## config.mk

```make
export PLATFORM = sky130hd
export DESIGN_NAME = servo_angle_ramp
export DESIGN_NICKNAME = d
export VERILOG_FILES = /design/src/rtl/servo_pkg.sv /design/src/rtl/servo_slew_step.sv /design/src/rtl/servo_angle_ramp.sv
export SDC_FILE = /design/constraint.sdc
export NUM_CORES = 1
export LEC_CHECK = 0
export ABC_AREA = 1
export CAP_MARGIN = 10
export CORE_ASPECT_RATIO = 0.5
export CORE_UTILIZATION = 55
export CTS_BUF_LIST = sky130_fd_sc_hd__clkbuf_4
export CTS_CLUSTER_SIZE = 12
export DETAILED_ROUTE_END_ITERATION = 7
export HOLD_SLACK_MARGIN = 0.12
export PLACE_DENSITY = 0.82
export SYNTH_ARGS = -nofsm -noshare
export SYNTH_HDL_FRONTEND = slang
export SYNTH_SLANG_ARGS = --single-unit
```

## constraint.sdc

```tcl
create_clock -name clk -period 2.66 [get_ports clk]
set_input_delay 0.532 -clock clk [delete_from_list [all_inputs] [get_ports clk]]
set_output_delay 0.532 -clock clk [all_outputs]
set_load 0.005 [all_outputs]
```

## src/rtl/servo_pkg.sv

```systemverilog
// Shared types and constants for the servo angle ramp block.
// Slew limiting is enabled by the SERVO_RAMP_SLEW_EN macro (see servo_slew_step).
package servo_pkg;

  typedef logic [7:0] angle_t;

  localparam angle_t ANGLE_MAX        = 8'd180;
  localparam angle_t ANGLE_CENTRE     = 8'd90;
  localparam int     FRAME_CYCLES_50M = 1000000;

  typedef enum logic [1:0] {
    COUNT,
    UPDATE,
    LOAD
  } ramp_state_t;

endpackage

```

## src/rtl/servo_slew_step.sv

```systemverilog
// Next-angle computation for one servo: move current toward target.
// Macro SERVO_RAMP_SLEW_EN: defined = limit each move to STEP_MAX, undefined = jump to target.
module servo_slew_step
  import servo_pkg::*;
#(
  parameter int STEP_MAX = 2
) (
  input  logic [7:0] cur,
  input  logic [7:0] tgt,
  output logic [7:0] nxt
);

`ifdef SERVO_RAMP_SLEW_EN
  localparam bit SLEW_EN = 1'b1;
`else
  localparam bit SLEW_EN = 1'b0;
`endif

  // Without slew limiting the step bound exceeds any possible 9-bit difference,
  // so the same datapath always lands on the target.
  localparam int                 STEP_EFF = SLEW_EN ? STEP_MAX : 255;
  localparam logic signed [9:0]  STEP_S   = 10'(STEP_EFF);
  localparam logic        [7:0]  STEP_U   = 8'(STEP_EFF);

  logic signed [8:0] diff;
  logic signed [9:0] diff_x;

  assign diff   = $signed({1'b0, tgt}) - $signed({1'b0, cur});
  assign diff_x = {diff[8], diff};

  always_comb begin
    nxt = tgt;
    if (diff_x > STEP_S) begin
      nxt = cur + STEP_U;
    end else if (diff_x < -STEP_S) begin
      nxt = cur - STEP_U;
    end
  end

endmodule

```

## src/rtl/servo_angle_ramp.sv

```systemverilog
// Four-servo angle ramp: accepts target writes and steps the commanded angles once per frame.
// Slew limiting is controlled by SERVO_RAMP_SLEW_EN (inside servo_slew_step).
module servo_angle_ramp
  import servo_pkg::*;
#(
  parameter int FRAME_CYCLES = FRAME_CYCLES_50M,
  parameter int STEP_MAX     = 2
) (
  input  logic       clk,
  input  logic       rst,
  input  logic       tgt_valid,
  output logic       tgt_ready,
  input  logic [1:0] tgt_sel,
  input  logic [7:0] tgt_angle,
  output logic [7:0] angle1,
  output logic [7:0] angle2,
  output logic [7:0] angle3,
  output logic [7:0] angle4,
  output logic       nextangle,
  output logic       busy
);

  localparam logic [19:0] CNT_LAST = 20'(FRAME_CYCLES - 1);

  ramp_state_t state;
  logic [19:0] cnt;
  angle_t      cur [4];
  angle_t      tgt [4];
  angle_t      nxt [4];
  logic        any_diff;

  function automatic angle_t clamp_angle(input logic [7:0] a);
    return (a > ANGLE_MAX) ? ANGLE_MAX : a;
  endfunction

  assign angle1 = cur[0];
  assign angle2 = cur[1];
  assign angle3 = cur[2];
  assign angle4 = cur[3];

  for (genvar g = 0; g < 4; g++) begin : g_slew
    servo_slew_step #(
      .STEP_MAX(STEP_MAX)
    ) u_step (
      .cur(cur[g]),
      .tgt(tgt[g]),
      .nxt(nxt[g])
    );
  end

  always_comb begin
    any_diff = 1'b0;
    for (int i = 0; i < 4; i++) begin
      if (cur[i] != tgt[i]) any_diff = 1'b1;
    end
  end

  // Reset parks the FSM in UPDATE with the counter at 0, i.e. exactly where a
  // frame wrap leaves it, so the first edge after release enters LOAD.
  always_ff @(posedge clk) begin
    if (rst) begin
      state     <= UPDATE;
      cnt       <= '0;
      busy      <= 1'b0;
      tgt_ready <= 1'b0;
      nextangle <= 1'b0;
      for (int i = 0; i < 4; i++) begin
        cur[i] <= ANGLE_CENTRE;
        tgt[i] <= ANGLE_CENTRE;
      end
    end else begin
      cnt       <= (cnt == CNT_LAST) ? '0 : cnt + 20'd1;
      busy      <= any_diff;
      nextangle <= 1'b0;

      case (state)
        COUNT: begin
          if (cnt == CNT_LAST) begin
            state     <= UPDATE;
            tgt_ready <= 1'b0;
          end
        end
        UPDATE: begin
          for (int i = 0; i < 4; i++) begin
            cur[i] <= nxt[i];
          end
          state     <= LOAD;
          nextangle <= 1'b1;
          tgt_ready <= 1'b1;
        end
        LOAD: begin
          state <= COUNT;
        end
        default: begin
          state <= COUNT;
        end
      endcase

      // tgt_ready is low throughout UPDATE, so the step never races a write.
      if (tgt_valid && tgt_ready) begin
        tgt[tgt_sel] <= clamp_angle(tgt_angle);
      end
    end
  end

endmodule

```

==> qor.txt, run 1 <==
Post-synth EDFFs -> 64
Num CTS Buffers -> 9
layout cells sized above 1 -> 0.0910
Max FO, Critical Path -> 5
Placed Area -> 0.00727 mm^2
via count -> 5,882
initial antenna violation count -> 0
Worst R2R Start -> cur[0][1]$_SDFFCE_PN1P_
Min Hold Slack -> 457 ps
Die ar. -> 0.0124 mm^2
crit path launch -> cur[0][1]$_SDFFCE_PN1P_
min setup slack post-route -> 287 ps
GP Congestion -> 0.893
Hold Vio Cnt, Final -> 0
Most used DFF post-synth -> edfxtp_1
Final Max Tran Viols -> 0
Ant. Diodes -> 0
async set or reset register ratio after synthesis -> 0
CTS sink count -> 89
Final Non-Filler Cells -> 1,115
via/cell ratio -> 5.28
min cycle time layout -> 2370 ps
RSZ-0062 raised after global routing -> no
TNS Setup -> 0 ps
clk buf depth -> 2
syn_nets -> 951
Final setup viols -> 0
Worst setup EP type -> flip-flop
Syn Area/Cell -> 7.37 um^2
Warnings, synthesis -> 0
core area -> 0.0113 mm^2
die width -> 157 um
HP Class -> reg -> reg
Cell variety after synth -> 40
hold path start -> cnt[0]$_SDFF_PP0_
detailed-route DRC error count -> 0
Starting Density -> 0.582
P&R area growth vs syn -> 12.6%
fmax -> 0.421 GHz
first-pass GRT wire length -> 25.2 mm
Yosys reg bits -> 89
CP Class -> reg -> reg
vias in the first global route -> 5,625
final core occ -> 0.655
CTS H-tree lvls -> 3
Max-slew headroom -> 0.747
WP data arrival -> 2580 ps
GRT Resource Usage Total -> 0.257
max_cap viols -> 0
pwr/cell area -> 423 mW/mm^2
final WL -> 14.9 mm
Port Buffers -> 47
worst slack, placed -> 179 ps
number of hold buffers added after cts -> 0
clk_lat worst skew -> 450 ps
placed cells -> 1,098
post-DR wirelength/cell -> 13.3 um
CTS resizes -> 0
DR pass1 iterations -> 6
Pwr Total -> 3.14 mW
Post-Syn Area -> 0.00658 mm^2
Worst-Margin Slew -> 376 ps
Root Driver -> clkbuf_4
Crit path required time -> 2870 ps
Max VDD drop -> 278 uV
Pleak -> 3.52 nW
Final Cell Area -> 0.00742 mm^2
Ports -> 48
Std-Cell Rows -> 27
Startpoint Class -> flip-flop
global route overflow -> 0
Final HPWL DP -> 11.7 mm
Iteration-0 DRC Markers -> 436
Synth Instances -> 893
CTS tree -> done
clk_skew -> 13.8 ps
final period utilization -> 0.892
outcome -> finished clean
FF-to-FF setup slack -> 290 ps
largest net degree at the start of global routing -> 34
register area share after synthesis -> 0.368
Post-CTS Setup Bufs -> 0
fin nets -> 1,009
antenna-violating nets left -> 0
clock transition at the registers of the reported paths -> 150 ps
Die Y -> 79.4 um
[sequential cells by signal (all words and copies together), names as in the netlist]
| signal | cells |
|---|---|
| busy | 1 |
| cnt | 20 |
| cur | 32 |
| nextangle | 1 |
| state | 2 |
| tgt | 32 |
| tgt_ready | 1 |
[where the power goes]
| part | leakage (nW) | switching [mW] | internal [mW] |
|---|---|---|---|
| registers | 0.781 | 0.0516 | 1.53 |
| clock network | 0.0734 | 0.489 | 0.302 |
| logic | 2.66 | 0.478 | 0.280 |
| total | 3.52 | 1.02 | 2.12 |
[cells in the mapped netlist (2+ instances only)]
cell / count / share of area
nand3_1: 74 / 0.056
nor3b_1: 2 / 0.0023
xnor2_1: 7 / 0.0093
nor2_2: 20 / 0.019
edfxtp_1: 64 / 0.29
ha_1: 45 / 0.086
nand3_2: 7 / 0.011
inv_2: 3 / 0.0017
nand2_1: 261 / 0.15
clkbuf_1: 3 / 0.0017
a21oi_1: 11 / 0.0084
nand2_2: 16 / 0.015
nor4_1: 3 / 0.0029
nand4_1: 33 / 0.031
and2_1: 3 / 0.0029
o21ai_0: 5 / 0.0038
inv_1: 143 / 0.082
nor2_1: 99 / 0.056
xor2_1: 24 / 0.032
or2_2: 3 / 0.0029
dfxtp_1: 25 / 0.076
nand2_4: 3 / 0.0051
nor2_8: 6 / 0.018
nand3b_1: 5 / 0.0057
nor2_4: 3 / 0.0051
nor3_1: 10 / 0.0076
clkinv_1: 2 / 0.0011
[worst max-delay path, stage by stage (launching register included)]
cell and delay (ps):
edfxtp_1 440, inv_1 80, ha_1 370, nand2_1 140
nand2_1 100, nand2_1 90, nand2_1 60, nand2_1 90
nand3_1 110, nor2_2 260, nand3_1 210, nand2_1 100
nand3_1 80
[metal layers]
metal / wire length [um] / GRT usage / share of wire
met5: 0 / 0 / 0
met4: 259 / 0.0696 / 0.017
met3: 970 / 0.0497 / 0.065
met2: 6630 / 0.420 / 0.45
met1: 7020 / 0.347 / 0.47
[worst paths after layout]
| path | to | cells past startpoint |
|---|---|---|
| setup / recovery | cur[0][3]$_SDFFCE_PN1P_ | 12 |
| hold / removal | cnt[0]$_SDFF_PP0_ | 1 |
| setup reg to reg | cur[0][3]$_SDFFCE_PN1P_ | 12 |
| hold reg to reg | cnt[0]$_SDFF_PP0_ | 1 |
[cells in the final DEF (no fill, tap or decap), types with 16 or more instances in the layout]
cell type          n
xor2_1            24
nor2_1            98
nand2_1          261
nand2_2           16
nand3_1           74
nand4_1           33
clkdlybuf4s50_1   47
edfxtp_1          64
dfxtp_1           25
ha_1              45
inv_1            143
nor2_2            21
[cells by family after synthesis]
kind of cell             synth area share
flip-flops                          0.368
AO/OA/AOI/OAI                      0.0158
multiplexers                      0.00152
XOR/XNOR                           0.0412
adder cells (fa/ha/maj)            0.0855
AND/OR/NAND/NOR                     0.399
buffers and inverters              0.0887
[layout make-up]
cell class                 count  area, um^2
clock buffer                  10        75.1
sequential                    89        2420
inverter                     149         562
multi-input combinational    651        3580
tap                          159         199
clock inverter                 6        67.6
fill                         927        3900
timing repair buffer          51         510
(Power assumes the default switching activity.)
==> inputs of run 2 (changes only) <==
Settings changed: CORE_UTILIZATION 55 to 38, PLACE_DENSITY 0.82 to 0.63, TNS_END_PERCENT from default to 10.
==> qor.txt, run 2 (synthesis gave the netlist of run 1 again) <==
TNS Setup -> 0 ps
Pleak -> 3.55 nW
Num CTS Buffers -> 9
Iteration-0 DRC Markers -> 358
placed cells -> 1,171
Largest regs -> cur (32), tgt (32), cnt (20)
Max FO, Critical Path -> 5
clock transition at the registers of the reported paths -> 130 ps
Final HPWL DP -> 12.0 mm
die width -> 188 um
Crit path required time -> 2840 ps
Final Max Tran Viols -> 0
clk_skew -> 15.5 ps
Post-CTS Setup Bufs -> 0
Final setup viols -> 0
R2R Path End -> cur[2][3]$_SDFFCE_PN1P_
Root Driver -> clkbuf_4
via/cell ratio -> 4.72
P&R area growth vs syn -> 14.8%
global route overflow -> 0
Max VDD drop -> 254 uV
final WL -> 15.0 mm
worst slack, placed -> 162 ps
vias in the first global route -> 5,240
Max-slew headroom -> 0.680
number of hold buffers added after cts -> 0
Die Y -> 95.1 um
largest net degree at the start of global routing -> 26
Pwr Total -> 3.18 mW
Hold Crit Endpoint -> cnt[0]$_SDFF_PP0_
final period utilization -> 0.850
Startpoint Class -> flip-flop
antenna-violating nets left -> 0
core area -> 0.0166 mm^2
commonest non-fill, non-tap cell in the layout -> nand2_1
hold path start -> cnt[0]$_SDFF_PP0_
Std-Cell Rows -> 33
Hold Vio Cnt, Final -> 0
WP data arrival -> 2440 ps
commonest cells after routing, fill and taps aside -> 261 x nand2_1, 143 x inv_1, 98 x nor2_1
R2R depth -> 12
DR pass1 iterations -> 5
Ports -> 48
pwr/cell area -> 421 mW/mm^2
initial antenna violation count -> 0
Starting Density -> 0.396
HP Class -> reg -> reg
clk_lat worst skew -> 430 ps
Final Non-Filler Cells -> 1,188
fin nets -> 1,014
max_cap viols -> 0
min cycle time layout -> 2260 ps
clk buf depth -> 2
Ant. Diodes -> 0
FF-to-FF setup slack -> 400 ps
Die ar. -> 0.0179 mm^2
detailed-route DRC error count -> 0
CTS tree -> done
CTS resizes -> 0
via count -> 5,606
outcome -> finished clean
Worst-Margin Slew -> 476 ps
min setup slack post-route -> 400 ps
first-pass GRT wire length -> 24.8 mm
Worst setup EP type -> flip-flop
CP Class -> reg -> reg
Port Buffers -> 47
Worst R2R Start -> cur[2][1]$_SDFFCE_PN1P_
layout cells sized above 1 -> 0.0947
GP Congestion -> 0.851
Hold Path Depth -> 1
CTS sink count -> 89
post-DR wirelength/cell -> 12.6 um
fmax -> 0.442 GHz
CTS H-tree lvls -> 3
GRT Resource Usage Total -> 0.172
RSZ-0062 raised after global routing -> no
-- run 2: cell count changes in the layout (fill, tap and decap cells not counted), sizes merged --
cell	before	now
buf	4	9
bufinv	1	2
clkbuf	10	9
clkinv	3	4
inv	149	148
-- run 2: worst max-delay path by stage --
stage / start / end / slack [ps] / cells after the start
after floorplan: cur[3][2]$_SDFFCE_PN0P_ / cur[3][1]$_SDFFCE_PN1P_ / 690 / 11
after global placement: tgt_sel[0] / tgt[3][6]$_DFFE_PP_ / 190 / 3
after detailed placement: tgt_sel[0] / tgt[3][3]$_DFFE_PP_ / 160 / 3
after CTS: cur[1][1]$_SDFFCE_PN1P_ / cur[1][6]$_SDFFCE_PN1P_ / 390 / 12
after global routing: cur[1][1]$_SDFFCE_PN1P_ / cur[1][4]$_SDFFCE_PN1P_ / 120 / 12
final: cur[2][1]$_SDFFCE_PN1P_ / cur[2][3]$_SDFFCE_PN1P_ / 400 / 12
-- run 2: critical path: stages (launching register included) --
cell      delay (ps)
edfxtp_1         440
inv_1             90
ha_1             370
nand2_1          140
nand2_1          100
nand2_1           90
nand2_1           70
nand2_1           80
nand3_1           90
nor2_2           240
nand3_2          150
nand2_1           90
nand3_1           80
-- run 2: metrics by stage --
step,hold WS (ps),utilization,instance area [um^2]
final,459,0.454,7560
after global routing,485,0.454,7560
after CTS,463,0.454,7550
after detailed placement,443,0.444,7390
after global placement,431,0.444,7390
after floorplan,418,-,6580
-- run 2: final cells by class --
type	count	area [um^2]
clock buffer	9	67.6
clock inverter	7	93.8
fill	1670	9080
inverter	149	562
multi-input combinational	651	3580
sequential	89	2420
tap	227	284
timing repair buffer	56	548
-- run 2: where the power goes --
| part | leakage [nW] | switching [mW] | internal (mW) | total, mW |
|---|---|---|---|---|
| Combinational | 2.69 | 0.473 | 0.283 | 0.757 |
| Clock | 0.0801 | 0.454 | 0.381 | 0.835 |
| Sequential | 0.781 | 0.0535 | 1.53 | 1.59 |
-- run 2: layer usage --
metal  vias to the layer above  global-route usage  part of all wire
li1                       2982                   -                 -
met1                      2535               0.238              0.52
met2                        76               0.286              0.45
met3                        13              0.0225             0.027
met4                         0              0.0454            0.0089
met5                         -                   0                 0
==> inputs of run 3 (changes only) <==
Settings changed: PLACE_DENSITY 0.63 to 0.65.
Clock period 2.66 ns to 1.9 ns, I/O delays scaled along.
==> qor.txt, run 3 (synthesis gave the netlist of run 1 again) <==
outcome -> complete, but fails checks
failing checks -> setup timing
Hold Crit Endpoint -> cnt[0]$_SDFF_PP0_
HP Class -> reg -> reg
RSZ-0062 raised after global routing -> yes
Final setup viols -> 32
die width -> 188 um
Starting Density -> 0.396
hold path start -> cnt[0]$_SDFF_PP0_
Final HPWL DP -> 13.0 mm
fin nets -> 1,148
FF/Latch Area -> 0.00242 mm^2
Pleak -> 4.34 nW
Die ar. -> 0.0179 mm^2
antenna-violating nets left -> 0
first-pass GRT wire length -> 28.2 mm
Final Cell Area -> 0.00922 mm^2
Worst setup EP type -> flip-flop
post-DR wirelength/cell -> 13.2 um
via count -> 6,324
min setup slack post-route -> -179 ps
Ant. Diodes -> 0
Worst R2R Start -> tgt[3][1]$_DFFE_PP_
Max FO, Critical Path -> 5
via/cell ratio -> 4.78
Max-slew headroom -> 0.752
CTS tree -> done
Largest regs -> cur (32), tgt (32), cnt (20)
Hold Path Depth -> 1
Final Max Tran Viols -> 0
area occupied by multi-input gates -> 0.00416 mm^2
Die Y -> 95.1 um
detailed-route DRC error count -> 0
clock transition at the registers of the reported paths -> 140 ps
DR top layer -> met4
Placed Area -> 0.00827 mm^2
min cycle time layout -> 2080 ps
commonest cells after routing, fill and taps aside -> 232 x nand2_1, 135 x buf_4, 125 x inv_1
initial antenna violation count -> 0
R2R depth -> 12
worst slack, placed -> -233 ps
WL met2 -> 8.42 mm
P&R area growth vs syn -> 40.1%
M1 wire length -> 8.14 mm
number of hold buffers added after cts -> 0
CP Class -> reg -> reg
clk buf depth -> 2
GP Congestion -> 0.955
GRT Resource Usage Total -> 0.197
Port Buffers -> 47
final WL -> 17.5 mm
Hold Vio Cnt, Final -> 0
final period utilization -> 1.09
Max VDD drop -> 374 uV
core area -> 0.0166 mm^2
layout cells sized above 1 -> 0.296
FF-to-FF setup slack -> -180 ps
Root Driver -> clkbuf_4
pwr/cell area -> 537 mW/mm^2
largest net degree at the start of global routing -> 25
max_cap viols -> 0
Std-Cell Rows -> 33
DR pass1 iterations -> 5
global route overflow -> 0
Num CTS Buffers -> 9
fmax -> 0.481 GHz
R2R Path End -> cur[3][7]$_SDFFCE_PN0P_
Final Non-Filler Cells -> 1,322
met3 routed WL -> 660 um
Crit path required time -> 2140 ps
commonest non-fill, non-tap cell in the layout -> nand2_1
placed cells -> 1,278
clk_lat worst skew -> 460 ps
Startpoint Class -> flip-flop
WP data arrival -> 2320 ps
vias in the first global route -> 6,037
# fillers -> 1,482
CTS sink count -> 89
Iteration-0 DRC Markers -> 288
CTS H-tree lvls -> 3
Ports -> 48
Worst-Margin Slew -> 372 ps
clk_skew -> 7.59 ps
run 3: critical path, stage by stage (launching register included):
cell and delay [ps]:
edfxtp_1 500, ha_4 310, nand2_1 70, inv_1 40
nor2_2 90, nand3_1 100, nor2_2 110, nand2_2 100
nor2_8 180, buf_4 130, nand4_1 90, nand2_1 100
nor2_1 40
run 3: cell type report:
type                    instances  share of cell area
clock buffers                   9             0.00733
repair buffers                190               0.177
well taps                     227              0.0308
multi-input cells             651               0.451
clock inverters                 7              0.0100
inverters                     149              0.0609
flip-flops and latches         89               0.263
run 3: timing repair:
item,4_1_cts,5_1_grt
gates resized for setup,65,78
pin swaps,22,35
hold endpoints to repair,0,0
endpoints found under the setup margin,45,71
buffers inserted,9,19
run 3: report_power, final:
part / switching [mW] / internal (mW)
clock: 0.709 / 0.537
combinational: 0.828 / 0.669
sequential: 0.0571 / 2.15
total: 1.59 / 3.35
run 3: worst max path at each step:
stage / from / endpoint / slack (ps)
global route: cur[2][2]$_SDFFCE_PN0P_ / cur[2][1]$_SDFFCE_PN1P_ / -310
detailed placement: tgt_angle[0] / tgt[0][4]$_SDFFCE_PN1P_ / -230
finish: tgt[3][1]$_DFFE_PP_ / cur[3][7]$_SDFFCE_PN0P_ / -180
floorplan: cur[0][1]$_SDFFCE_PN1P_ / cur[0][1]$_SDFFCE_PN1P_ / -10
CTS: cur[2][1]$_SDFFCE_PN1P_ / cur[2][7]$_SDFFCE_PN0P_ / -130
global placement: tgt_valid / tgt[0][7]$_SDFFCE_PN0P_ / -150
run 3: metal layers:
metal | global-route usage | vias up
met5 | 0 | -
li1 | - | 3240
met3 | 0.0269 | 25
met1 | 0.251 | 2932
met4 | 0.0583 | 0
met2 | 0.351 | 127
run 3: through the flow:
| stage | util | hold WS, ps | power (mW) | setup TNS [ps] |
|---|---|---|---|---|
| floorplan | - | 418 | 3.03 | -152 |
| global placement | 0.497 | 431 | 3.51 | -5440 |
| detailed placement | 0.497 | 455 | 3.54 | -9010 |
| CTS | 0.532 | 480 | 4.87 | -2870 |
| global route | 0.554 | 523 | 5.20 | -8030 |
| finish | 0.554 | 474 | 4.95 | -3770 |
==> variant 1, RTL diff (config.mk and constraints of run 2) <==
Reset style: asynchronous (`rst`), changed in one clocked block.
--- a/src/rtl/servo_angle_ramp.sv
+++ b/src/rtl/servo_angle_ramp.sv
@@ -57,7 +57,7 @@
 
   // Reset parks the FSM in UPDATE with the counter at 0, i.e. exactly where a
   // frame wrap leaves it, so the first edge after release enters LOAD.
-  always_ff @(posedge clk) begin
+  always_ff @(posedge clk or posedge rst) begin
     if (rst) begin
       state     <= UPDATE;
       cnt       <= '0;
Behaviour: differs if rst is asserted again (counterexample within 4 cycles, from zero or initial values and one cycle with rst high); with rst held inactive, the same outputs for 10 cycles.
==> variant 1 against run 2 <==
- sequential cell count stayed put
- via count is 5.3% higher
- cell count is 3.5% higher
- worst setup slack worse by 28 ps
- final area is 2.0% higher
- synthesized area is 3.1% higher
- non-clock buffer count is 6 lower
- highest routed layer unchanged
- routed wire length is 8.1% higher
Power is not compared: it rests on default switching activity, and its combinational part moved more than twofold at a synthesized area within 25%.
==> variant 1: results (changes against run 2) <==
Outcome
  • Status: complete, no violations (unchanged)

Route
  • Drt initial violations: 344 (was 358)
  • Metal3 WL: 597 µm (was 412 µm)
  • Wire length per cell: 13.2 µm (was 12.6 µm)
  • Routed WL: 16200 µm (was 15000 µm)
  • DR vias/cell: 4.80 (was 4.72)
  • Wl on met1: 8350 µm (was 7750 µm)
  • WL met2: 7130 µm (was 6730 µm)

Critical path
  • RR Endpoint: angle1[6] (was cur[2][3])
  • Crit path DAT: 2700 ps (was 2440 ps)
  • Crit path launch: angle1[1] (was cur[2][1])
  • R2r setup slk: 370 ps (was 400 ps)
  • Worst path max stage delay: 600 ps (was 440 ps)
  • Slowest CP cell: dfstp_2 (was edfxtp_1)

Synth
  • Synth Area in Adders: 0.0829 (was 0.0855)
  • Most frequent cells after synthesis: nand2_1, inv_1, nand3_1 (was nand2_1, inv_1, nor2_1)
  • Seq/Total Area, Yosys: 0.334 (was 0.368)
  • Synthesized Nets: 993 (was 951)
  • Area leader, netlist: dfrtp_1 (was edfxtp_1)
  • Synth Area in Compound Gates: 0.0461 (was 0.0158)
  • Synth Area in XOR/XNOR: 0.0476 (was 0.0412)
  • Mux share of post-synthesis cell area: 0 (was 0.00152)
  • Area contributors post-synth: dfrtp_1, nand2_1, dfstp_2 (was edfxtp_1, nand2_1, ha_1)

Finish
  • Nets@finish: 1048 (was 1014)
  • Layout cells sized above 1: 0.124 (was 0.0947)
  • Biggest regs: tgt (32), cnt (20) (was cur (32), tgt (32), cnt (20))

GRT
  • Met2 GRT Util: 0.304 (was 0.286)
  • Largest net degree at the start of global routing: 90 (was 26)
  • Global-route wire length before repair: 27100 µm (was 24800 µm)
  • Met1 GRT Util: 0.261 (was 0.238)
  • Vias in the first global route: 5467 (was 5240)

Place
  • Placed Cells: 1213 (was 1171)
  • Dpl ws: 413 ps (was 162 ps)
  • Placer Congestion: 0.907 (was 0.851)
  • DP Area: 0.00757 mm² (was 0.00739 mm²)

Timing
  • Skew final: 15.0 ps (was 15.5 ps)
  • Hold slack: 498 ps (was 459 ps)

Worst hold path
  • Hold crit path type: in -> async (was reg -> reg)

Clocking
  • Skew-Pair Late Insertion Delay: 470 ps (was 430 ps)
-- variant 1: worst max-delay path by stage --
stage               slack, ps  cells after the start   endpoint
floorplan                 720                     12  angle4[7]
global placement          410                      7    tgt[30]
detailed placement        410                     13  angle1[7]
CTS                       380                     13  angle1[6]
global route              140                     13  angle3[4]
finish                    370                     13  angle1[6]
-- variant 1: area by class of cell --
cell class / count / area (µm²)
Fill cell: 1777 / 9740
Multi-Input combinational cell: 666 / 3840
Sequential cell: 89 / 2270
Inverter: 174 / 657
Timing Repair Buffer: 50 / 505
Tap cell: 234 / 293
Clock inverter: 7 / 71.3
Clock buffer: 9 / 67.6
-- variant 1: critical path: cells and delay by family (launching register included) --
family | cells | cell delay [ps]
buf+inv | 1 | 90
fa+ha+maj | 1 | 390
simple gates | 11 | 1170
flops | 1 | 600
-- variant 1: cell families after synthesis --
kind of cell               Yosys count
AOI/OAI and AO/OA                   57
DFF                                 89
xor gates and xnor gates            36
buffers and inverters              180
adders and majority gates           45
and+or+nand+nor                    528
==> variant 2, RTL diff (settings of run 2) <==
Made on the original files. The option `SERVO_RAMP_SLEW_EN` is turned on by a define.
--- a/src/rtl/servo_slew_step.sv
+++ b/src/rtl/servo_slew_step.sv
@@ -1,5 +1,7 @@
 // Next-angle computation for one servo: move current toward target.
 // Macro SERVO_RAMP_SLEW_EN: defined = limit each move to STEP_MAX, undefined = jump to target.
+`define SERVO_RAMP_SLEW_EN
+
 module servo_slew_step
   import servo_pkg::*;
 #(
Behaviour: no difference found for any inputs over 4 cycles, from zero or initial values and one cycle with rst high; that may be too few to reach the edited logic, so the function may still have changed.
==> variant 2 against run 2 <==
- synthesized area grew 5.8%
- non-clock buffer count increased by 10
- final area grew 6.1%
- power rose by 20%
- sequential cell count did not move
- worst setup slack worse by 230 ps
- routed wire length up 11%
- largest power group unchanged
- highest routed layer unchanged
==> variant 2: results (changes against run 2) <==
Critical path
  • Crit path to: cur[3][0] (was cur[2][3])
  • Crit path max fanout: 7 (was 5)
  • Reg2Reg Depth: 13 (was 12)
  • Worst path max stage delay: 410 ps (was 440 ps)
  • Slowest CP cell: edfxtp_1 (unchanged)
  • Crit path launch: cur[3][1] (was cur[2][1])

Clocking
  • CTS Root Cell: clkbuf_4 (unchanged)
  • Post_cts resized: 0 (unchanged)
  • Skew-Pair Late Insertion Delay: 460 ps (was 430 ps)
  • Clock tree buffer depth: 2 (unchanged)
  • Total CTS buffers: 9 (unchanged)
  • Clock slew at reported path FFs: 160 ps (was 130 ps)
  • Setup Fix Bufs, Post-CTS: 0 (unchanged)
  • H-tree depth: 3 (unchanged)

Job
  • Max Cap Violations: 0 (unchanged)

Pwr
  • Part of the power in registers: 0.423 (was 0.499)
  • Peak VDD IR: 0.000205 V (was 0.000254 V)
  • Combinational power: 1430 µW (was 757 µW)
  • Pint: 2330 µW (was 2200 µW)
  • Leakage: 0.00378 µW (was 0.00355 µW)

Timing
  • Final setup fails: 0 (unchanged)
  • Hold slack: 455 ps (was 459 ps)
  • Skew final: 18.4 ps (was 15.5 ps)
  • Slew margin rel.: 0.210 (was 0.680)
  • Setup WS post-layout: 167 ps (was 400 ps)

Synth
  • Synthesized Nets: 1022 (was 951)
  • Most frequent cells after synthesis: nand2_1, inv_1, nand3_1 (was nand2_1, inv_1, nor2_1)
  • Synth Area in Adders: 0.0819 (was 0.0855)
  • Synth Area in XOR/XNOR: 0.0591 (was 0.0412)
  • Post-synth ARST share: 0 (unchanged)
  • EDFF count, synth: 64 (unchanged)
  • Synthesized area per cell: 7.22 µm² (was 7.37 µm²)
  • Mux share of post-synthesis cell area: 0 (was 0.00152)
  • Seq/Total Area, Yosys: 0.348 (was 0.368)
  • Synth cell types: 44 (was 40)
  • Area contributors post-synth: edfxtp_1, nand2_1, inv_1 (was edfxtp_1, nand2_1, ha_1)
  • Synth Area in Compound Gates: 0.0613 (was 0.0158)

Outcome
  • Status: complete, no violations (unchanged)

Finish
  • Final cell count without fillers: 1275 (was 1188)
  • FILL cells: 1726 (was 1670)
  • Layout cells sized above 1: 0.102 (was 0.0947)
  • Nets@finish: 1094 (was 1014)

Place
  • PortBufs: 47 (unchanged)
  • Placer Congestion: 0.863 (was 0.851)
  • DP Area: 0.00782 mm² (was 0.00739 mm²)
  • Dpl ws: 142 ps (was 162 ps)
  • Dpl hpwl: 13500 µm (was 12000 µm)

GRT
  • Largest net degree at the start of global routing: 19 (was 26)
  • Global-route wire length before repair: 28000 µm (was 24800 µm)
  • Total Routing Usage GR: 0.182 (was 0.172)
  • Vias in the first global route: 5905 (was 5240)

Worst hold path
  • WHS Endpoint: cnt[0] (unchanged)
  • Worst Hold Depth: 1 (unchanged)
  • Hold path start: cnt[0] (unchanged)
  • Hold crit path type: reg -> reg (unchanged)

Route
  • Drt initial violations: 403 (was 358)
  • Total number of vias: 6290 (was 5606)
  • Wire length per cell: 13.1 µm (was 12.6 µm)
  • Pre-antenna DRT Iters: 4 (was 5)
[variant 2: changes by cell type after synthesis, moves of 13 or more]
cell,delta
nor2_2,-14
nand4_1,-24
nand3_1,+32
nor2_1,-19
nand2_1,-24
a21oi_1,+21
xor2_1,+13
inv_1,+22
nor3_1,+16
o21ai_0,+16
[variant 2: final cells by class]
type	count	area, µm²	area share
tap	234	293	0.0365
timing repair buffer	66	613	0.0764
clock inverter	7	72.6	0.00905
inverter	174	656	0.0817
multi-input combinational	696	3900	0.486
sequential	89	2420	0.302
clock buffer	9	67.6	0.00842
[variant 2: per-layer routing]
| layer | up-vias | global-route usage | routed length [µm] |
|---|---|---|---|
| met5 | - | 0 | 0 |
| li1 | 3266 | - | - |
| met3 | 14 | 0.0219 | 647 |
| met4 | 0 | 0.0437 | 189 |
| met1 | 2891 | 0.254 | 8430 |
| met2 | 119 | 0.302 | 7480 |
